## src/rtl/wide_addsub_seq.sv

```systemverilog
// Sequential W-bit add/subtract built from one external 16-bit adder slice,
// processing one slice per cycle from least to most significant.
module wide_addsub_seq #(
   parameter int NSLICES = 4
) (
   input  logic                    clk,
   input  logic                    rst_n,
   input  logic                    in_valid,
   output logic                    in_ready,
   input  logic [16*NSLICES-1:0]   in_a,
   input  logic [16*NSLICES-1:0]   in_b,
   input  logic                    in_sub,
   output logic                    out_valid,
   input  logic                    out_ready,
   output logic [16*NSLICES-1:0]   out_sum,
   output logic                    out_cout,
   output logic                    out_ovf,
   output logic [15:0]             add_x1,
   output logic [15:0]             add_x2,
   output logic                    add_cin,
   input  logic [15:0]             add_s,
   input  logic                    add_p,
   input  logic                    add_g
);

   localparam int W  = 16 * NSLICES;
   localparam int KW = (NSLICES > 1) ? $clog2(NSLICES) : 1;
   localparam logic [KW-1:0] KLAST = KW'(NSLICES - 1);

   typedef enum logic [1:0] {
      IDLE,
      RUN,
      DONE
   } state_t;

   state_t          state_q;
   logic [KW-1:0]   k_q;
   logic            c_q;
   logic            c_d;
   logic [W-1:0]    a_q;
   logic [W-1:0]    b_q;
   logic [W-1:0]    res_q;
   logic            in_ready_q;
   logic            out_valid_q;
   logic [15:0]     x1_d;
   logic [15:0]     x2_d;

   // c holds the carry into the current slice; b_q is already inverted for subtract.
   assign c_d  = add_g | (add_p & c_q);
   assign x1_d = a_q[k_q*16 +: 16];
   assign x2_d = b_q[k_q*16 +: 16];

   always_ff @(posedge clk or negedge rst_n) begin
      if (!rst_n) begin
         state_q     <= IDLE;
         k_q         <= '0;
         c_q         <= 1'b0;
         a_q         <= '0;
         b_q         <= '0;
         res_q       <= '0;
         in_ready_q  <= 1'b1;
         out_valid_q <= 1'b0;
      end else begin
         unique case (state_q)
            IDLE: begin
               if (in_valid) begin
                  a_q        <= in_a;
                  b_q        <= in_sub ? ~in_b : in_b;
                  c_q        <= in_sub;
                  k_q        <= '0;
                  in_ready_q <= 1'b0;
                  state_q    <= RUN;
               end
            end
            RUN: begin
               res_q[k_q*16 +: 16] <= add_s;
               c_q                 <= c_d;
               if (k_q == KLAST) begin
                  out_valid_q <= 1'b1;
                  state_q     <= DONE;
               end else begin
                  k_q <= k_q + 1'b1;
               end
            end
            DONE: begin
               if (out_ready) begin
                  out_valid_q <= 1'b0;
                  in_ready_q  <= 1'b1;
                  state_q     <= IDLE;
               end
            end
            default: begin
               state_q <= IDLE;
            end
         endcase
      end
   end

   assign in_ready  = in_ready_q;
   assign out_valid = out_valid_q;
   assign out_sum   = res_q;
   assign out_cout  = c_q;
   assign out_ovf   = (a_q[W-1] ^ res_q[W-1]) & (b_q[W-1] ^ res_q[W-1]);

   assign add_x1  = (state_q == RUN) ? x1_d : 16'h0;
   assign add_x2  = (state_q == RUN) ? x2_d : 16'h0;
   assign add_cin = (state_q == RUN) ? c_q  : 1'b0;

endmodule

```

## config.mk

```make
export PLATFORM = sky130hd
export DESIGN_NAME = wide_addsub_seq
export DESIGN_NICKNAME = d
export VERILOG_FILES = /design/src/rtl/wide_addsub_seq.sv
export SDC_FILE = /design/constraint.sdc
export NUM_CORES = 1
export LEC_CHECK = 0
export ABC_CLOCK_PERIOD_IN_PS = 2130
export BUFFER_PORTS_ARGS = -buffer_cell sky130_fd_sc_hd__buf_2
export CORE_ASPECT_RATIO = 0.8
export CORE_MARGIN = 8
export CORE_UTILIZATION = 35
export DETAILED_ROUTE_END_ITERATION = 10
export GPL_TIMING_DRIVEN = 0
export PLACE_DENSITY = 0.68
export SLEW_MARGIN = 20
export SYNTH_ARGS = -nofsm -noshare
export SYNTH_HDL_FRONTEND = slang
export SYNTH_SLANG_ARGS = --single-unit
```

## constraint.sdc

```tcl
create_clock -name clk -period 2.13 [get_ports clk]
set_input_delay 0.5325 -clock clk [delete_from_list [all_inputs] [get_ports clk]]
set_output_delay 0.5325 -clock clk [all_outputs]
set_load 0.02 [all_outputs]
```

### Yosys cells after proc, flatten, opt, wreduce, memory -nomap -nowiden

Index checks and enable logic that the tools add are counted.
W data, S select, Z words.

| storage, ports and cells | value |
|---|---|
| input bits | 151 |
| logic and storage cells | 57 |
| output and inout port bits | 101 |
| register bits | 199 |

| operators by class | value |
|---|---|
| mux-type cells | 20 |
| eq/ne operators | 7 |
| add/sub/neg operators | 2 |
| bitwise logic cells | 6 |
| reductions and logical operators | 10 |
| shifts and indexed selects | 4 |

Operator list:

| cell | number |
|---|---|
| $shiftx A64 B7 Y16 | 2 |
| $bwmux W64 | 1 |
| $mux W64 | 1 |
| $not A64 Y64 | 1 |
| $shift A16 B34 Y64 const A | 1 |
| $shiftx A16 B34 Y64 | 1 |
| $neg A6 Y34 | 1 |
| $mux W16 | 2 |
| $reduce_and A3 Y1 | 4 |
| $mux W2 | 5 |
| $ne A2 B2 Y1 const B | 4 |
| $mux W1 | 6 |
| $pmux W1 S2 | 3 |
| $pmux W2 S3 | 1 |
| $reduce_bool A2 Y1 | 3 |
| $eq A2 B2 Y1 const B | 2 |
| $pmux W2 S2 | 1 |
| $reduce_and A2 Y1 | 2 |
| $add A2 B1 Y2 const B | 1 |
| $and A1 B1 Y1 | 2 |
| $eq A2 B1 Y1 const B | 1 |
| $logic_not A2 Y1 | 1 |
| $xor A1 B1 Y1 | 2 |
| $or A1 B1 Y1 | 1 |

### Depth between registers and ports, before layout

Gate-level depths: netlist of run 1.

| logic depth | value |
|---|---|
| depth in word-level cells | 3 |
| mapped depth | 10 |
| gate-level depth less buffers | 5 |

### Worst setup path after synthesis of run 1

Ideal clock, no wire load.

| path | value |
|---|---|
| path type | reg-to-reg |
| start point | register k_q[1] |
| end point | register res_q[44], in the netlist out_sum[44] |
| clock period less this slack | 2.211 ns |
| required time | 2.047 ns |
| path slack | -0.081 ns |
| setup time | 0.083 ns |
| cell stages (with the launch flop) | 10 |
| arrival time | 2.129 ns |
| buffers on the path | 4 |
| path through | dfrtp_1 clkbuf_1 buf_4 buf_2 inv_1 ha_1 nor4b_4 buf_6 nand2_1 o21ai_0 |

| between the ends | value |
|---|---|
| longest elaborated chain between the ends | 3 |
| elaborated cells between the ends (all ways) | 4 |
| those cells by class | add/sub: 1; shift: 2; mux: 1 |

Ends and longest elaborated chain:

| what | line | source |
|---|---|---|
| start, declared | 37 | `logic [KW-1:0] k_q;` |
| start signal, assigned | 82 | `k_q <= k_q + 1'b1;` |
| $neg A6 Y34 (*) | 76 | `res_q[k_q*16 +: 16] <= add_s;` |
| $shiftx A16 B34 Y64 or $shift A16 B34 Y64 (tied branches) | 76 |  |
| $bwmux W64 (*) | 76 |  |
| end signal, assigned by index | 76 |  |
| end, declared | 42 | `logic [W-1:0] res_q;` |

Every way passes the cells marked *; elsewhere a longest branch is shown, timed or not.
A chain may end at the register's enable or synchronous reset.

### Worst setup path after layout of run 1

| path | value |
|---|---|
| start point | register k_q[1] |
| end point | output port add_x2[6] |

| between the ends | value |
|---|---|
| longest elaborated chain between the ends | 2 |

Ends and longest elaborated chain:

| what | line | source |
|---|---|---|
| $shiftx A64 B7 Y16 | 51 | `assign x2_d = b_q[k_q*16 +: 16];` |
| $mux W16 | 106 | `assign add_x2 = (state_q == RUN) ? x2_d : 16'h0;` |
| end, declared | 19 | `output logic [15:0] add_x2,` |

No other way between the ends.

==> flow_metrics.py, run 1 <==
metrics = {
    "clock_tree": {
        "clkTransAtPathRegs_ns": 0.08,
        "htreeDepth": 4,
        "tritoncts": "yes",
        "cts.path.max_buffers": 2,
        "cts_root_buf": "clkbuf_16",
        "cts_inserted_buffers": 17,
        "insertion_delay_ns": 0.44,
        "clock-sinks": 199,
    },
    "floorplan": {
        "initial_core_util_pct": 35.19,
        "die-width_microns": 196.8,
        "rows": 53,
        "die_y_microns": 160.6,
        "die-area_sq_mm": 0.03160,
        "core_area_sq_mm": 0.02599,
        "io_pins": 252,
    },
    "route": {
        "routed_via_density": 4.939,
        "top_layer_used": "met5",
        "met3_wirelength_microns": 1929,
        "antenna_left": 0,
        "dr.pass1.iters": 4,
        "met2WireLength_microns": 13460,
        "vias": 7334,
        "drtIter0Drc": 365,
        "drt-total-wl_microns": 28970,
        "wl_met1_microns": 13060,
        "wire_per_inst_microns": 19.51,
        "drc": 0,
    },
    "timing": {
        "relSlewSlack_pct": 50.63,
        "clock.fmax_mhz": 419.3,
        "worst_slack_ns": -0.2551,
        "fin_skew_ns": 0.01086,
        "worst-slew-pin-transition_ns": 0.7405,
        "min_period_over_period_pct": 112.0,
        "setup-violations-final": 32,
        "finalCriticalPeriod_ns": 2.385,
        "hold_viol": 0,
        "report.final.slew_viol_count": 0,
        "rsz0062_at_grt": "yes",
    },
    "critical_path": {
        "critPathRequiredTime_ns": 1.60,
        "r2r_start": "k_q[1]$_DFFE_PN0P_",
        "rrSetupSlack_ns": 0.03,
        "reg2reg_depth": 9,
        "critical_path.endpoint_type": "output port",
        "r2r-end": "out_sum[40]$_DFFE_PN0P_",
        "arrival_ns": 1.85,
        "crit_type": "reg2out",
        "worstPathMaxFanout": 8,
        "startpoint_type": "register",
    },
    "synth": {
        "yosysUniqueCellTypes": 35,
        "syn_area_per_cell_sq_um": 11.10,
        "syn_area_sq_mm": 0.009149,
        "yosys_register_bits": 199,
        "synth-edff-count": 0,
        "synth_nets": 980,
        "synth_seq_area_share_pct": 54.44,
        "synth-async-reset-ratio_pct": 100.0,
        "ys.flop_type": "dfrtp_1",
        "yosysWarnings": 0,
        "synthCells": 824,
    },
    "power_and_ir_drop": {
        "vdd_ir_drop_max_uv": 1230,
        "p_leak_nw": 5.636,
        "power_density_mw_per_mm2": 1668,
        "total_power_w": 0.02132,
    },
    "place": {
        "numPortBuffers": 250,
        "dp_cells": 1433,
        "place_congestion": 0.8453,
        "dp_hpwl_microns": 20840,
    },
    "hold_path": {
        "hold_path_class": "in2reg",
        "hold_path_depth": 2,
        "hold_end": "state_q[1]$_DFFE_PN0P_",
        "hp-start": "out_ready",
    },
    "status": {
        "violations": "setup timing",
        "outcome": "finished, violations left",
    },
    "global_routing": {
        "track_usage_pct": 17.93,
        "grt_pass1_vias": 7600,
        "grt_max_degree": 99,
        "antenna_found_initial": 2,
        "grt-ovfl-total": 0,
        "grt_pass1_wl_microns": 44440,
    },
    "final_layout": {
        "area_growth_pct": 39.70,
        "num-fill-cells": 2373,
        "final_nets": 1270,
        "final_util_pct": 49.17,
        "final_cells": 1485,
        "drive_above_1_share_pct": 39.75,
    },
    "job": {
        "drv_cap": 0,
    },
}
-- placed cells by master, fill, tap and decap left out, types with 2 or more instances in the layout --
master,count
o21ai_1,13
buf_2,228
o22ai_4,15
inv_1,3
mux2_2,18
buf_16,6
nand2_1,103
bufinv_16,2
ha_1,3
xnor2_1,64
buf_4,33
buf_6,41
nor4b_4,2
mux2i_1,32
o21ai_0,37
buf_8,3
a22o_1,16
nand2b_1,3
mux2_1,46
inv_8,3
dfrtp_2,2
o22ai_2,15
o22ai_1,2
a21oi_1,71
nand3b_1,3
inv_6,6
clkbuf_16,20
dfrtp_1,196
mux2i_2,12
nor2_1,68
mux2i_4,20
buf_12,5
clkbuf_1,10
-- layer usage --
metal	vias to the layer above	GRT usage, %
li1	3418	-
met1	3663	24.32
met2	221	27.77
met3	30	4.663
met4	2	5.394
met5	-	0
-- timing repair --
item                       in CTS  in global routing
hold endpoints to repair        2                  0
cloned                          1                  3
pin swaps                       5                  7
setup endpoints to repair      97                 68
gates resized for setup       182                 47
buffers inserted               12                  5
hold buffers                    1                  0
-- flip-flops by register name (all words and copies together) (netlist names) --
name / flops
a_q: 64
b_q: 64
out_sum: 64
k_q: 2
state_q: 2
in_ready: 1
out_cout: 1
out_valid: 1
-- power by group --
part | internal (W) | switching (W)
clock network | 0.00179 | 0.00162
registers | 0.00544 | 0.00119
logic | 0.00529 | 0.00600
-- final cells by class --
class                           count  area, sq um  area share, %
Antenna cell                        1        2.502        0.01958
Clock inverter                     15        183.9          1.439
Buffer                             57        535.5          4.190
Timing Repair Buffer              274         1755          13.73
Sequential cell                   199         4984          38.99
Tap cell                          357        446.7          3.495
Clock buffer                       17        425.4          3.328
Inverter                            4        15.01         0.1175
Multi-Input combinational cell    561         4433          34.68
-- cells by family after synthesis --
| kind of cell | Yosys count | synth area share (%) |
|---|---|---|
| and+or+nand+nor | 189 | 8.889 |
| xor gates and xnor gates | 64 | 6.127 |
| AOI/OAI and AO/OA | 175 | 10.80 |
| buffers and inverters | 64 | 4.171 |
| muxes | 128 | 14.88 |
| adders and majority gates | 5 | 0.6838 |
| DFF | 199 | 54.44 |
-- worst max-delay path by stage --
stage / start / to / slack, ns
after floorplan: k_q[1]$_DFFE_PN0P_ / out_sum[28]$_DFFE_PN0P_ / 0.02
after global placement: rst_n / a_q[7]$_DFFE_PN0P_ / -2.81
after detailed placement: k_q[1]$_DFFE_PN0P_ / out_sum[6]$_DFFE_PN0P_ / -0.56
after CTS: k_q[1]$_DFFE_PN0P_ / add_x2[5] / -0.24
after global routing: state_q[1]$_DFFE_PN0P_ / add_x2[6] / -0.31
final: k_q[1]$_DFFE_PN0P_ / add_x2[6] / -0.26
-- worst max-delay path, cell delays in order (launching register included) --
cell and delay (ns):
dfrtp_2 0.46, buf_12 0.19, buf_16 0.16, mux2i_4 0.28, o22ai_1 0.13, buf_4 0.18
-- stage by stage --
step / setup WS (ns) / hold WS, ns / cell area, sq um / setup TNS [ns]
2_1_floorplan: 0.01631 / 0.2369 / 9154 / 0
3_3_place_gp: -2.814 / 0.4569 / 10850 / -583.39
3_5_place_dp: -0.5552 / 0.3298 / 10920 / -33.52
4_1_cts: -0.2390 / 0.2784 / 12430 / -6.914
5_1_grt: -0.3130 / 0.2881 / 12780 / -9.712
6_report: -0.2551 / 0.3030 / 12780 / -6.438
-- cells in the mapped netlist, types with 2 or more instances --
cell type,count,area [sq um]
ha_1,5,62.56
buf_2,25,125.1
clkbuf_1,11,41.29
mux2i_1,64,640.6
mux2_1,46,518.0
a22o_1,16,140.1
nor4b_4,2,47.55
nand3b_1,3,22.52
nand2b_1,3,18.77
inv_1,4,15.01
xnor2_1,64,560.5
nor2_1,68,255.2
o22ai_1,32,200.2
a21oi_1,71,355.3
o21ai_1,9,45.04
buf_4,17,127.6
nand2_1,106,397.9
buf_6,6,67.56
o21ai_0,42,210.2
mux2_2,18,202.7
dfrtp_1,198,4955
(Power assumes the default switching activity.)
==> run 2, diff against run 1 <==
==> config.mk (replaced) <==
export PLATFORM = sky130hd
export DESIGN_NAME = wide_addsub_seq
export DESIGN_NICKNAME = d
export VERILOG_FILES = /design/src/rtl/wide_addsub_seq.sv
export SDC_FILE = /design/constraint.sdc
export NUM_CORES = 1
export LEC_CHECK = 0
export BUFFER_PORTS_ARGS = -buffer_cell sky130_fd_sc_hd__buf_2
export CORE_ASPECT_RATIO = 0.8
export CORE_MARGIN = 8
export CORE_UTILIZATION = 35
export DETAILED_ROUTE_END_ITERATION = 10
export GPL_TIMING_DRIVEN = 0
export PLACE_DENSITY = 0.66
export SYNTH_ARGS = -nofsm -noshare
export SYNTH_HDL_FRONTEND = slang
export SYNTH_SLANG_ARGS = --single-unit
==> constraint.sdc (replaced) <==
create_clock -name clk -period 3.1 [get_ports clk]
set_input_delay 0.775 -clock clk [delete_from_list [all_inputs] [get_ports clk]]
set_output_delay 0.775 -clock clk [all_outputs]
set_load 0.02 [all_outputs]
==> run 2 against run 1 <==
Net effect:
- the flow now finishes without violations
- clock power down 34%
- sequential cell count unchanged
- wire length down 3.8%
- cell count down 1.5%
- clock skew down 0.0043 ns
- register-to-register slack better by 0.47 ns
- die area unchanged
- worst hold slack better by 0.016 ns
- core utilization down 4.9 points
- sequential share of layout area up 4.3 points
- clock-buffer cell count up 3
- critical endpoint is now add_x2[8]
- highest routed layer unchanged
==> flow_metrics.py, run 2 (same netlist as run 1, synthesis figures left out) <==
metrics = {
    "floorplan": {
        "rows": 53,
        "die-width_microns": 196.8,
        "core_area_sq_mm": 0.02599,
        "die-area_sq_mm": 0.03160,
        "io_pins": 252,
        "initial_core_util_pct": 35.19,
        "die_y_microns": 160.6,
    },
    "critical_path": {
        "critPathRequiredTime_ns": 2.32,
        "slowest_stage": "dfrtp_1",
        "critical_path.endpoint_type": "output port",
        "worstPathMaxFanout": 10,
        "crit_type": "reg2out",
        "startpoint_type": "register",
        "arrival_ns": 2.21,
        "rrSetupSlack_ns": 0.50,
        "slowest_delay_ns": 0.52,
        "path_cells": "buf_6 -> buf_4 -> mux2i_1 -> o22ai_1 -> buf_2",
    },
    "clock_tree": {
        "htreeDepth": 4,
        "cts_root_buf": "clkbuf_16",
        "clkTransAtPathRegs_ns": 0.07,
        "clock-sinks": 199,
        "post_cts_buffers": 0,
        "cts.path.max_buffers": 2,
        "postCtsHoldBufs": 0,
        "insertion_delay_ns": 0.44,
        "cts_inserted_buffers": 17,
        "tritoncts": "yes",
    },
    "final_layout": {
        "drive_above_1_share_pct": 32.70,
        "multi_input_area_sq_mm": 0.003811,
        "mostFrequentLayoutCells": "271 x buf_2, 198 x dfrtp_1, 104 x nand2_1",
        "num-fill-cells": 2506,
        "final_util_pct": 44.23,
        "final_nets": 1249,
        "layout_commonest_cell": "buf_2",
        "ff_latch_area_sq_mm": 0.004981,
        "area_growth_pct": 25.68,
    },
    "power_and_ir_drop": {
        "switching_share_pct": 41.59,
        "pwr-share-comb_pct": 45.6,
        "intPower_w": 0.007120,
        "p_leak_nw": 5.287,
        "vdd_ir_drop_max_uv": 529.5,
        "clock_power_share_pct": 18.4,
        "power_density_mw_per_mm2": 1060,
        "seqPwrFrac_pct": 36.0,
        "power.switching_w": 0.005069,
    },
    "timing": {
        "worst-slew-pin-transition_ns": 0.7623,
        "worst_slack_ns": 0.1130,
        "min_period_over_period_pct": 96.35,
        "hold_viol": 0,
        "finalCriticalPeriod_ns": 2.987,
        "relSlewSlack_pct": 49.18,
        "hold_ws_ns": 0.3185,
        "clock.fmax_mhz": 334.8,
        "rsz0062_at_grt": "no",
        "setup-violations-final": 0,
        "fin_skew_ns": 0.006599,
        "report.final.slew_viol_count": 0,
    },
    "route": {
        "drc": 0,
        "dr.pass1.iters": 7,
        "wire_per_inst_microns": 19.06,
        "antenna_left": 0,
        "drtIter0Drc": 409,
        "drt-total-wl_microns": 27880,
        "vias": 7025,
        "routed_via_density": 4.802,
    },
    "place": {
        "dp_slack_ns": 0.08967,
        "place_congestion": 0.8142,
        "numPortBuffers": 250,
        "dp_hpwl_microns": 21150,
    },
    "status": {
        "outcome": "finished clean",
    },
    "global_routing": {
        "grt_max_degree": 106,
        "grt_pass1_vias": 7463,
        "grt-ovfl-total": 0,
        "grt_pass1_wl_microns": 43590,
        "antenna_found_initial": 3,
        "track_usage_pct": 17.77,
    },
    "job": {
        "drv_cap": 0,
    },
    "hold_path": {
        "hold_path_class": "in2async",
    },
}
## run 2: critical path, delay by kind of cell, from the launching register on
family,cells,cell delay [ns]
buf+inv,3,0.69
flops,1,0.52
mux,1,0.41
compound gates,1,0.15
## run 2: cell type report
| class | count | share of cell area, % |
|---|---|---|
| diodes | 2 | 0.04353 |
| plain buffers | 59 | 3.254 |
| clock buffers | 20 | 3.972 |
| clock inverters | 10 | 1.045 |
| inverters | 4 | 0.1306 |
| multi-input cells | 561 | 33.14 |
| flip-flops and latches | 199 | 43.32 |
| well taps | 357 | 3.885 |
| repair buffers | 251 | 11.21 |
## run 2: metal layers
metal	global-route usage, %	vias up	part of all wire, %
met5	0	-	0.15
met4	4.916	6	1.4
met3	5.144	28	6.4
met2	27.35	188	46
met1	24.10	3432	46
li1	-	3371	-
## run 2: path summary, 6_finish.rpt
path | startpoint | depth (start not counted) | end
worst max-delay path | k_q[1]$_DFFE_PN0P_ | 5 | add_x2[8]
worst min-delay path | rst_n | 1 | b_q[57]$_DFFE_PN0P_
worst max register to register | k_q[1]$_DFFE_PN0P_ | 8 | out_sum[41]$_DFFE_PN0P_
worst min register to register | out_sum[35]$_DFFE_PN0P_ | 2 | out_sum[35]$_DFFE_PN0P_
max in group asynchronous | rst_n | 2 | a_q[48]$_DFFE_PN0P_
min in group clk | out_sum[35]$_DFFE_PN0P_ | 2 | out_sum[35]$_DFFE_PN0P_
## run 2: power groups by stage
stage          logic (W)  registers (W)  clock network [W]
2_1_floorplan    0.00342        0.00456                  0
3_3_place_gp     0.00549        0.00437                  0
3_5_place_dp     0.00559        0.00441                  0
4_1_cts          0.00564        0.00439            0.00230
5_1_grt          0.00607        0.00453            0.00241
6_report         0.00556        0.00439            0.00224
## run 2: what timing repair did
item                       in CTS  in global routing
setup endpoints to repair      26                  6
gates resized for setup        10                  2
hold endpoints to repair        0                  0
## run 2: metrics by stage
stage / setup TNS (ns) / cell area [sq um] / total power (W) / instances
after floorplan: 0 / 9149 / 0.007987 / 824
after global placement: -421.82 / 10850 / 0.009866 / 1431
final: 0 / 11500 / 0.01219 / 1463
after global routing: 0 / 11490 / 0.01300 / 1461
after CTS: 0 / 11490 / 0.01233 / 1461
after detailed placement: 0 / 10880 / 0.01000 / 1432
==> run 3, diff against run 2 <==
--- a/config.mk
+++ b/config.mk
@@ -12,6 +12,7 @@
 export DETAILED_ROUTE_END_ITERATION = 10
 export GPL_TIMING_DRIVEN = 0
 export PLACE_DENSITY = 0.66
+export RECOVER_POWER = 100
 export SYNTH_ARGS = -nofsm -noshare
 export SYNTH_HDL_FRONTEND = slang
 export SYNTH_SLANG_ARGS = --single-unit
==> run 3 against run 2 <==
Net effect:
- the run now ends with capacitance limit, slew limit left
- die area unchanged
- cell count barely moved
- worst setup slack worse by 0.023 ns
- via count hardly changed
- power down 1.4%
- largest power group unchanged
- highest routed layer unchanged
==> flow_metrics.py, run 3 (same netlist as run 1, synthesis figures left out) <==
metrics = {
    "final_layout": {
        "area_growth_pct": 23.41,
        "final_util_pct": 43.43,
        "mostFrequentLayoutCells": "198 x dfrtp_1, 174 x buf_2, 104 x nand2_1",
        "layout_commonest_cell": "dfrtp_1",
        "drive_above_1_share_pct": 25.18,
        "num-fill-cells": 2551,
        "final_nets": 1249,
    },
    "timing": {
        "relSlewSlack_pct": -60.59,
        "fin_skew_ns": 0.007442,
        "rsz0062_at_grt": "no",
        "tns_ns": 0,
        "hold_viol": 0,
        "setup-violations-final": 0,
        "clock.fmax_mhz": 332.3,
        "finalCriticalPeriod_ns": 3.010,
        "report.final.slew_viol_count": 95,
        "min_period_over_period_pct": 97.09,
        "worst_slack_ns": 0.09023,
        "worst-slew-pin-transition_ns": 2.409,
    },
    "route": {
        "vias": 7020,
        "wire_per_inst_microns": 19.15,
        "drt-total-wl_microns": 28000,
        "drtIter0Drc": 413,
        "dr.pass1.iters": 5,
        "antenna_left": 0,
        "drc": 0,
        "routed_via_density": 4.802,
    },
    "critical_path": {
        "path_cells": "buf_6 -> buf_4 -> mux2i_1 -> o22ai_1 -> buf_2",
        "worstPathMaxFanout": 10,
        "cp_num_buf_inv": 3,
        "startpoint_type": "register",
        "slowest_stage": "dfrtp_1",
        "critical_path.endpoint_type": "output port",
        "slowest_delay_ns": 0.53,
        "path_delay_family": "buffers and inverters",
        "arrival_ns": 2.23,
        "critPathRequiredTime_ns": 2.32,
        "crit_type": "reg2out",
    },
    "power_and_ir_drop": {
        "p_leak_nw": 4.919,
        "vdd_ir_drop_max_uv": 532.3,
        "power_density_mw_per_mm2": 1064,
    },
    "place": {
        "dp_hpwl_microns": 21150,
        "dp_slack_ns": 0.08967,
        "numPortBuffers": 250,
        "place_congestion": 0.8142,
    },
    "floorplan": {
        "die-area_sq_mm": 0.03160,
        "io_pins": 252,
        "rows": 53,
        "die-width_microns": 196.8,
        "die_y_microns": 160.6,
        "core_area_sq_mm": 0.02599,
        "initial_core_util_pct": 35.19,
    },
    "global_routing": {
        "grt_max_degree": 106,
        "grt_pass1_wl_microns": 43590,
        "track_usage_pct": 17.77,
        "grt-ovfl-total": 0,
        "grt_pass1_vias": 7463,
        "antenna_found_initial": 3,
    },
    "clock_tree": {
        "insertion_delay_ns": 0.44,
        "cts_inserted_buffers": 17,
        "cts.path.max_buffers": 2,
        "cts_root_buf": "clkbuf_16",
        "tritoncts": "yes",
        "htreeDepth": 4,
        "clkTransAtPathRegs_ns": 0.07,
        "clock-sinks": 199,
        "postCtsHoldBufs": 0,
    },
    "job": {
        "drv_cap": 1,
    },
    "hold_path": {
        "hold_path_class": "reg2reg",
    },
    "status": {
        "outcome": "finished, violations left",
        "violations": "capacitance limit, slew limit",
    },
}
==> run 3: per-stage QoR <==
stage / hold slack, ns / total power [W] / instance area, sq um / instances
after floorplan: 0.4574 / 0.007987 / 9149 / 824
after global placement: 0.4595 / 0.009866 / 10850 / 1431
after detailed placement: 0.4689 / 0.01000 / 10880 / 1432
after CTS: 0.3650 / 0.01233 / 11490 / 1461
after global routing: 0.5031 / 0.01281 / 11290 / 1461
final: 0.4808 / 0.01201 / 11290 / 1462
==> run 3: area by class of cell <==
class | count | area, sq um | area share (%)
clock buffers | 20 | 456.7 | 4.045
well taps | 357 | 446.7 | 3.956
flip-flops and latches | 199 | 4981 | 44.12
inverters | 4 | 15.01 | 0.1330
multi-input cells | 561 | 3780 | 33.48
diodes | 1 | 2.502 | 0.02216
repair buffers | 251 | 1194 | 10.57
plain buffers | 59 | 295.3 | 2.615
clock inverters | 10 | 120.1 | 1.064
==> run 3: repair_timing <==
action,4_1_cts,5_1_grt
pin swaps,0,0
resized for setup,10,2
setup endpoints to repair,26,6
buffers inserted,0,0
==> run 3: worst register-to-register path: cells and delay by family, from the launching register on <==
kind,cells,cell delay (ns)
buffers and inverters,5,1.28
flip-flops,1,0.53
adder cells (fa/ha/maj),1,0.41
AND/OR/NAND/NOR,2,0.35
AO/OA/AOI/OAI,1,0.17
==> run 3: where the power goes <==
| part | total (W) | switching, W | internal (W) |
|---|---|---|---|
| registers | 0.00440 | 0.000668 | 0.00373 |
| clock network | 0.00224 | 0.00101 | 0.00123 |
| logic | 0.00537 | 0.00339 | 0.00198 |
| total | 0.0120 | 0.00507 | 0.00694 |
==> run 3: final timing paths <==
check | from | end | slack [ns] | cells past startpoint
setup / recovery | k_q[1]$_DFFE_PN0P_ | add_x2[8] | 0.09 | 5
hold / removal | out_sum[35]$_DFFE_PN0P_ | out_sum[35]$_DFFE_PN0P_ | 0.48 | 2
setup reg to reg | k_q[1]$_DFFE_PN0P_ | out_sum[30]$_DFFE_PN0P_ | 0.28 | 9
hold reg to reg | out_sum[35]$_DFFE_PN0P_ | out_sum[35]$_DFFE_PN0P_ | 0.48 | 2
max in group asynchronous | rst_n | a_q[20]$_DFFE_PN0P_ | 0.63 | 1
min in group asynchronous | rst_n | b_q[57]$_DFFE_PN0P_ | 1.05 | 1
==> run 3: routing by layer <==
layer  part of all wire, %  up-vias  global-route usage, %
met2                    46      186                  27.35
met3                   6.1       27                  5.144
li1                      -     3365                      -
met1                    47     3436                  24.10
met5                  0.15        -                      0
met4                   1.3        6                  4.916
